--- config.mk ---
export PLATFORM = sky130hd
export DESIGN_NAME = traffic_phase_sched
export DESIGN_NICKNAME = d
export VERILOG_FILES = /design/src/rtl/traffic_phase_sched.sv
export SDC_FILE = /design/constraint.sdc
export NUM_CORES = 1
export LEC_CHECK = 0
export CAP_MARGIN = 20
export CORE_MARGIN = 4
export CORE_UTILIZATION = 40
export DETAILED_ROUTE_END_ITERATION = 6
export HOLD_SLACK_MARGIN = 0.1
export REMOVE_ABC_BUFFERS = 1
export SKIP_CTS_REPAIR_TIMING = 1
export SYNTH_ARGS = -nofsm -noshare
export SYNTH_HDL_FRONTEND = slang
export SYNTH_SLANG_ARGS = --single-unit
--- constraint.sdc ---
create_clock -name clk_10Hz -period 3.3 [get_ports clk_10Hz]
set_input_delay 0.825 -clock clk_10Hz [delete_from_list [all_inputs] [get_ports clk_10Hz]]
set_output_delay 0.825 -clock clk_10Hz [all_outputs]
set_load 0.01 [all_outputs]
--- src/rtl/traffic_phase_sched.sv ---
// Phase scheduler for the four-approach intersection: arbitrates NS/SN/EW/WE requests
// into green/yellow phases and selects servo speed from per-approach congestion.
//
// state   | meaning
// ALL_RED | post-reset clearance, all barriers closed
// G0 / Y0 | NS+SN green / yellow
// G1 / Y1 | EW green / yellow
// G2 / Y2 | WE green / yellow
module traffic_phase_sched #(
    parameter int T_GREEN_MIN = 50,
    parameter int T_GREEN_MAX = 200,
    parameter int T_YELLOW    = 30,
    parameter int T_CONGEST   = 100,
    parameter int TW          = 8
) (
    input  logic       clk_10Hz,
    input  logic       rst_n,
    input  logic [3:0] req,
    output logic [5:0] tfst,
    output logic [1:0] vel
);

    // State encodings are the light word itself, so tfst needs no decode.
    typedef enum logic [5:0] {
        ALL_RED = 6'b000000,
        G0      = 6'b100000,
        Y0      = 6'b010000,
        G1      = 6'b001000,
        Y1      = 6'b000100,
        G2      = 6'b000010,
        Y2      = 6'b000001
    } state_t;

    localparam logic [TW:0]   L_GMIN = (TW+1)'(T_GREEN_MIN);
    localparam logic [TW:0]   L_GMAX = (TW+1)'(T_GREEN_MAX);
    localparam logic [TW:0]   L_YEL  = (TW+1)'(T_YELLOW);
    localparam logic [TW-1:0] L_CONG = TW'(T_CONGEST);

    state_t        r_state;
    state_t        w_next_state;
    logic [TW-1:0] r_timer;
    logic [TW:0]   w_timer_p1;
    logic          w_yel_done;
    logic          w_gmin_ok;
    logic          w_gmax_ok;
    logic [3:0]    w_preq;
    logic [TW-1:0] r_wait     [4];
    logic [TW-1:0] w_wait_nxt [4];
    logic [3:0]    w_green;
    logic [3:0]    w_cong_nxt;
    logic [1:0]    r_vel;
    logic [1:0]    w_vel_nxt;

    function automatic state_t green_of(input logic [1:0] p);
        case (p)
            2'd0:    return G0;
            2'd1:    return G1;
            default: return G2;
        endcase
    endfunction

    // Round-robin pick starting after phase k; with nobody waiting, advance to k+1.
    function automatic state_t next_green(input logic [1:0] k, input logic [3:0] pr);
        logic [1:0] p1;
        logic [1:0] p2;
        p1 = (k == 2'd2) ? 2'd0 : k + 2'd1;
        p2 = (p1 == 2'd2) ? 2'd0 : p1 + 2'd1;
        if (pr[p1])      return green_of(p1);
        else if (pr[p2]) return green_of(p2);
        else if (pr[k])  return green_of(k);
        else             return green_of(p1);
    endfunction

    // Timer compares use timer+1 so thresholds of zero do not wrap.
    assign w_timer_p1 = {1'b0, r_timer} + (TW+1)'(1);
    assign w_yel_done = (w_timer_p1 == L_YEL);
    assign w_gmin_ok  = (w_timer_p1 >= L_GMIN);
    assign w_gmax_ok  = (w_timer_p1 >= L_GMAX);
    assign w_preq     = {1'b0, req[0], req[1], req[3] | req[2]};

    always_comb begin
        w_next_state = r_state;
        case (r_state)
            ALL_RED: if (w_yel_done) w_next_state = next_green(2'd2, w_preq);
            G0: if (w_gmin_ok && (w_preq[1] | w_preq[2]) && (!w_preq[0] || w_gmax_ok))
                    w_next_state = Y0;
            G1: if (w_gmin_ok && (w_preq[0] | w_preq[2]) && (!w_preq[1] || w_gmax_ok))
                    w_next_state = Y1;
            G2: if (w_gmin_ok && (w_preq[0] | w_preq[1]) && (!w_preq[2] || w_gmax_ok))
                    w_next_state = Y2;
            Y0: if (w_yel_done) w_next_state = next_green(2'd0, w_preq);
            Y1: if (w_yel_done) w_next_state = next_green(2'd1, w_preq);
            Y2: if (w_yel_done) w_next_state = next_green(2'd2, w_preq);
            default: w_next_state = ALL_RED;
        endcase
    end

    assign w_green = {r_state == G0, r_state == G0, r_state == G1, r_state == G2};

    always_comb begin
        for (int i = 0; i < 4; i++) begin
            w_wait_nxt[i] = r_wait[i];
            if (!req[i])
                w_wait_nxt[i] = '0;
            else if (!w_green[i] && (r_wait[i] < L_CONG))
                w_wait_nxt[i] = r_wait[i] + TW'(1);
            w_cong_nxt[i] = (w_wait_nxt[i] == L_CONG);
        end
    end

    always_comb begin
        w_vel_nxt = 2'b00;
        case (w_next_state)
            G0:      w_vel_nxt = {w_cong_nxt[3], w_cong_nxt[2]};
            G1:      w_vel_nxt = {1'b0, w_cong_nxt[1]};
            G2:      w_vel_nxt = {1'b0, w_cong_nxt[0]};
            default: w_vel_nxt = 2'b00;
        endcase
    end

    always_ff @(posedge clk_10Hz or negedge rst_n) begin
        if (!rst_n) begin
            r_state <= ALL_RED;
            r_timer <= '0;
            r_vel   <= 2'b00;
            for (int i = 0; i < 4; i++) r_wait[i] <= '0;
        end else begin
            r_state <= w_next_state;
            r_vel   <= w_vel_nxt;
            if (w_next_state != r_state)
                r_timer <= '0;
            else if (r_timer != '1)
                r_timer <= r_timer + TW'(1);
            for (int i = 0; i < 4; i++) r_wait[i] <= w_wait_nxt[i];
        end
    end

    assign tfst = r_state;
    assign vel  = r_vel;

endmodule
Word level (Yosys, flattened, before mapping) --
Cells that the tools add are included.
Storage, ports and cells: register bits after elaboration 48, logic and storage cells 88, output and inout port bits 8, input bits 6
Operators by class: mux-type cells 27, reduce and logical (&&, ||, !) cells 22, bitwise gates (word level) 4, equal/unequal tests 16, add/sub/neg operators 6, $lt $le $gt $ge 6
Operators by type and width (number):
- 6-bit 2-to-1 mux | 14
- 8-bit 2-to-1 mux | 10
- 8-bit by 1-bit adder with 8-bit output (second input constant) | 5
- 6-bit one-hot mux with 6 select lines | 1
- 8-bit by 7-bit == test with 1-bit output (second input constant) | 4
- 8-bit by 7-bit < comparator with 1-bit output (second input constant) | 4
- 6-bit by 2-bit == test with 1-bit output (second input constant) | 2
- 6-bit by 4-bit == test with 1-bit output (second input constant) | 2
- 6-bit == test (second input constant) | 2
- 1-bit logical AND | 10
- 8-bit by 1-bit adder with 9-bit output (second input constant) | 1
- 9-bit by 5-bit == test with 1-bit output (second input constant) | 1
- 9-bit by 6-bit >= comparator with 1-bit output (second input constant) | 1
- 9-bit by 8-bit >= comparator with 1-bit output (second input constant) | 1
- 8-bit inequality test (second input constant) | 1
- 6-bit by 1-bit == test with 1-bit output (second input constant) | 1
- 6-bit by 3-bit == test with 1-bit output (second input constant) | 1
- 6-bit by 5-bit == test with 1-bit output (second input constant) | 1
- 1-bit logical NOT | 6
- 6-bit logical NOT | 1
- 6-bit inequality test | 1
- 2-bit one-hot mux with 3 select lines | 1
- 4-bit 2-to-1 mux | 1
- 1-bit bitwise OR | 4
- other kinds (3) | 5

Logic depth before layout (Yosys ltp) --
depth in word-level cells 8, gate-level depth with buffers 10, mapped depth without buffers 10

Worst setup path after synthesis --
No wires, ideal clock.
kind input port to flip-flop, start input req[1], end register r_timer[1], data arrival time 2.459 ns, stages on the path 7, library setup time 0.094 ns, data required time 3.206 ns, buffers on the path 1, setup slack 0.747 ns, cell sequence clkbuf_1 -> clkinv_1 -> o221ai_2 -> o21ai_1 -> a222oi_1 -> o211ai_2 -> a211oi_1
On the way: word-level cells in the longest chain between the ends 7, elaborated cells between the ends (all ways) 25, classes of those cells eq/ne (1); mux (14); bitwise (2); reduce/logical (8)
RTL lines:
- start: declaration | RTL line 18 | input logic [3:0] req,
- 4-bit 2-to-1 mux, or another cell as far along | RTL line 70 | else if (pr[k]) return green_of(k);
- 6-bit 2-to-1 mux, or another cell as far along | RTL line 69 | else if (pr[p2]) return green_of(p2);
- 6-bit 2-to-1 mux, or another cell as far along | RTL line 68 | if (pr[p1]) return green_of(p1);
- 6-bit 2-to-1 mux (on tied branches)
- 6-bit one-hot mux with 6 select lines (*) | RTL line 83 | case (r_state)
- 6-bit inequality test (*) | RTL line 130 | if (w_next_state != r_state)
- 8-bit 2-to-1 mux or 2-bit nonzero test (tied branches)
- end signal: assignment | RTL line 133 | r_timer <= r_timer + TW'(1);
- end: declaration | RTL line 41 | logic [TW-1:0] r_timer;
Mark *: on every way between the ends. The rest lies on a longest branch, timed or not. A chain may end at the register's enable or synchronous reset.

Final worst setup path --
start register r_timer[0], end register r_timer[1]
On the way: word-level cells in the longest chain between the ends 8, elaborated cells between the ends (all ways) 26, classes of those cells add/sub (2); order compare (2); eq/ne (3); mux (9); reduce/logical (10)
RTL lines:
- 8-bit by 1-bit adder with 9-bit output | RTL line 75 | assign w_timer_p1 = {1'b0, r_timer} + (TW+1)'(1);
- 9-bit by 6-bit >= comparator with 1-bit output or 9-bit by 8-bit >= comparator with 1-bit output (tied branches) | RTL line 77, 78
- 1-bit logical AND, or another cell as far along | RTL line 89 | G2: if (w_gmin_ok && (w_preq[0] | w_preq[1]) && (!w_preq[2] || w_gmax_ok))
- 1-bit logical AND (on tied branches) | RTL line 89, 85, 87
- 6-bit 2-to-1 mux (on tied branches) | RTL line 89, 85, 87
- 6-bit one-hot mux with 6 select lines | RTL line 83
- 6-bit inequality test | RTL line 130
- 8-bit 2-to-1 mux or 2-bit nonzero test (tied branches)
Several ways; a longest one is shown, not always the timed one. The select of a mux whose other input is x is not followed.

==> impl_metrics.xml <==
<?xml version="1.0" encoding="UTF-8"?>
<metrics>
  <group name="status">
    <metric name="outcome" unit="">complete, no violations</metric>
  </group>
  <group name="final_layout">
    <metric name="areaGrowthSynthToFinish" unit="%">11.9</metric>
    <metric name="antenna_cells" unit="">0</metric>
    <metric name="nNetsFinal" unit="">348</metric>
    <metric name="commonest_cells_after_routing_fill_and_taps_aside" unit="">dfrtp_1, nand2_1, nor2_1, and2_1, xnor2_1</metric>
    <metric name="mostFrequentLayoutCell" unit="">dfrtp_1</metric>
    <metric name="proportion_of_layout_cells_with_a_drive_suffix_above_1" unit="%">12.5</metric>
    <metric name="layoutNonFillerInstCount" unit="">434</metric>
  </group>
  <group name="power">
    <metric name="pwr-share-seq" unit="%">48.1</metric>
    <metric name="p_switching" unit="W">0.000510</metric>
    <metric name="power_density" unit="nW/um^2">448</metric>
    <metric name="power.share.switching" unit="%">33.1</metric>
    <metric name="share_of_power_burned_in_combinational_logic" unit="%">25.9</metric>
    <metric name="vdd_ir_drop_max" unit="mV">0.272</metric>
    <metric name="power.static_leakage" unit="nW">1.49</metric>
    <metric name="power.internal" unit="W">0.00103</metric>
    <metric name="pwr-share-clk" unit="%">26.0</metric>
  </group>
  <group name="die">
    <metric name="die_w" unit="um">95.7</metric>
    <metric name="design.portCount" unit="">14</metric>
    <metric name="die_area" unit="um^2">9170</metric>
    <metric name="die-height" unit="um">95.7</metric>
    <metric name="floorplan.initialDensity" unit="%">41.8</metric>
    <metric name="floorplan.rows" unit="">31</metric>
    <metric name="coreArea" unit="um^2">7370</metric>
  </group>
  <group name="critical_path">
    <metric name="crit_path_end_kind" unit="">flop</metric>
    <metric name="worstPathRequired" unit="ns">3.51</metric>
    <metric name="max_fo_critical_path" unit="">8</metric>
    <metric name="critPathKind" unit="">flop to flop</metric>
    <metric name="worst_setup_path_start_kind" unit="">flop</metric>
    <metric name="worst-endpoint-arrival" unit="ns">3.13</metric>
  </group>
  <group name="drt">
    <metric name="drt_iter0_markers" unit="">107</metric>
    <metric name="route.detailed.wl_per_inst" unit="um">15.6</metric>
    <metric name="vias_per_cell" unit="">5.76</metric>
    <metric name="vias" unit="">2498</metric>
    <metric name="drc_errors" unit="">0</metric>
    <metric name="remaining_antenna_violation_count_after_routing" unit="">0</metric>
    <metric name="detailedRoute.firstPassIterationCount" unit="">4</metric>
    <metric name="totalWireLength" unit="um">6760</metric>
  </group>
  <group name="place">
    <metric name="place.port_buffers" unit="">13</metric>
    <metric name="hpwlAfterDp" unit="um">5050</metric>
    <metric name="dp.cells" unit="">427</metric>
    <metric name="routabilityCongestion" unit="">0.836</metric>
  </group>
  <group name="yosys">
    <metric name="yosysSeqAreaShare" unit="%">39.0</metric>
    <metric name="yosys_register_bits" unit="">48</metric>
    <metric name="synth-edff-count" unit="">0</metric>
    <metric name="synth_async_sr_flop_share" unit="%">100</metric>
    <metric name="post_synth.cell_area_avg" unit="um^2">9.68</metric>
    <metric name="yosysUniqueCellTypes" unit="">76</metric>
    <metric name="post_synthesis_cell_count" unit="">318</metric>
    <metric name="syn-cell-area" unit="um^2">3080</metric>
    <metric name="synth-warning-count" unit="">0</metric>
    <metric name="ys_dominant_reg_cell" unit="">dfrtp_1</metric>
  </group>
  <group name="global_route">
    <metric name="globalRouteTotalUtil" unit="%">16.8</metric>
    <metric name="global_route.overflow_total" unit="">0</metric>
    <metric name="first_global_vias" unit="">2437</metric>
    <metric name="grt_pass1_wl" unit="um">12000</metric>
    <metric name="number_of_antenna_violations_at_the_first_check_in_global_routing" unit="">0</metric>
    <metric name="grt_max_degree" unit="">49</metric>
  </group>
  <group name="run">
    <metric name="max-cap-violations" unit="">0</metric>
  </group>
  <group name="timing">
    <metric name="grt_setup_unrepaired" unit="">false</metric>
    <metric name="achievable-frequency" unit="MHz">343</metric>
    <metric name="totalNegativeSetupSlack" unit="ns">0</metric>
    <metric name="finClkSkew" unit="ns">0.00428</metric>
    <metric name="part_of_the_cycle_the_worst_path_needs" unit="%">88.3</metric>
    <metric name="setup_failing_eps_final" unit="">0</metric>
    <metric name="final_worst_path_period_need" unit="ns">2.92</metric>
    <metric name="timing_worst_slew_pin_value" unit="ns">0.601</metric>
    <metric name="hold_viol_final" unit="">0</metric>
    <metric name="final-max-slew-violation-count" unit="">0</metric>
    <metric name="timing.max_slew.rel_slack" unit="%">59.6</metric>
  </group>
  <group name="cts">
    <metric name="clock_buffer_count_from_cts" unit="">5</metric>
    <metric name="cts-htree-levels" unit="">2</metric>
    <metric name="deepest_clock_path_buffer_count" unit="">2</metric>
    <metric name="ctsRootBufferMaster" unit="">clkbuf_8</metric>
    <metric name="cts.sinks" unit="">48</metric>
    <metric name="cts.reportedPaths.clkPinSlew" unit="ns">0.08</metric>
    <metric name="clock_latency_at_the_later_pin_of_the_worst_skew_pair" unit="ns">0.30</metric>
    <metric name="cts_tree" unit="">yes</metric>
  </group>
  <group name="worst_hold_path">
    <metric name="worst_hold_path_type" unit="">primary input to async pin</metric>
  </group>
</metrics>
power by group through the flow:
stage,combinational (W),sequential (W),clock [W]
after global routing,0.000453,0.000759,0.000440
after floorplan,0.000300,0.000728,0
after global placement,0.000398,0.000751,0
after CTS,0.000401,0.000742,0.000415
after detailed placement,0.000400,0.000752,0
final,0.000400,0.000743,0.000401
state kept, by name (all words and copies together), names as in the netlist:
register and count:
r_wait 32, r_timer 8, tfst 6, vel 2
cell usage after synthesis (3+ instances only):
master,count,share of area (%)
nand3_1,12,2.0
or3_1,3,0.61
and2_1,16,3.3
o21ai_1,4,0.65
o21ai_0,11,1.8
and3_1,8,1.6
o31ai_1,3,0.73
a211oi_1,6,1.5
a21oi_1,4,0.65
dfrtp_1,48,39
nor2_1,22,2.7
nor2b_1,5,1.0
o21a_1,4,0.98
xnor2_1,15,4.3
a21o_1,4,0.98
a31oi_1,3,0.61
nand2_1,26,3.2
nor4_1,3,0.61
a22oi_1,3,0.73
a211oi_2,5,2.0
nor3_1,10,1.6
and4_1,7,2.0
buf_2,4,0.65
clkbuf_1,3,0.37
ha_1,6,2.4
inv_1,7,0.85
o311a_1,4,1.3
xor2_1,8,2.3
nand4_1,6,1.2
path summary, 6_finish.rpt:
path	startpoint	end	slack [ns]	cells after the start
min in group clk_10Hz	r_wait[30]	r_wait[30]	0.54	1
max reg2reg	r_timer[0]	r_timer[1]	0.38	9
max	r_timer[0]	r_timer[1]	0.38	9
min	rst_n	r_wait[9]	0.47	1
min reg2reg	r_wait[30]	r_wait[30]	0.54	1
max in group asynchronous	rst_n	r_wait[19]	2.32	2
stage by stage:
step	utilization (%)	instance area, um^2	hold slack, ns	setup slack, ns	power [W]
3_3_place_gp	45.1	3330	0.515	0.243	0.00115
3_5_place_dp	45.1	3330	0.511	0.191	0.00115
5_1_grt	46.8	3450	0.498	0.137	0.00165
4_1_cts	46.5	3430	0.536	0.392	0.00156
6_report	46.8	3450	0.469	0.384	0.00154
2_1_floorplan	-	3020	0.479	0.847	0.00103
cells by family after synthesis:
family / after synthesis / synth area share [%]
simple gates: 137 / 26.0
compound gates: 81 / 22.1
flops: 48 / 39.0
xor+xnor: 23 / 6.54
buf+inv: 21 / 3.25
fa+ha+maj: 6 / 2.44
mux: 2 / 0.650
critical path, stage by stage (launching register included):
cell	delay [ns]
dfrtp_1	0.49
ha_1	0.36
nand3_2	0.14
o31ai_1	0.25
o211ai_1	0.23
a21oi_2	0.34
o21ai_1	0.12
a222oi_1	0.37
o211ai_2	0.27
a211oi_1	0.26
routing by layer:
layer / vias to the layer above / global-route usage (%) / wire [um]
met4: 0 / 6.28 / 109
met5: - / 0 / 0
met1: 1229 / 23.8 / 3270
met3: 8 / 3.13 / 228
li1: 1229 / - / -
met2: 32 / 25.6 / 3150
layout make-up:
| cell class | count | area [um^2] |
|---|---|---|
| Inverter | 10 | 38.8 |
| Tap cell | 99 | 124 |
| Multi-Input combinational cell | 249 | 1780 |
| Fill cell | 724 | 3920 |
| Clock inverter | 1 | 30.0 |
| Timing Repair Buffer | 22 | 205 |
| Sequential cell | 48 | 1200 |
| Clock buffer | 5 | 68.8 |
(Power assumes the default switching activity.)
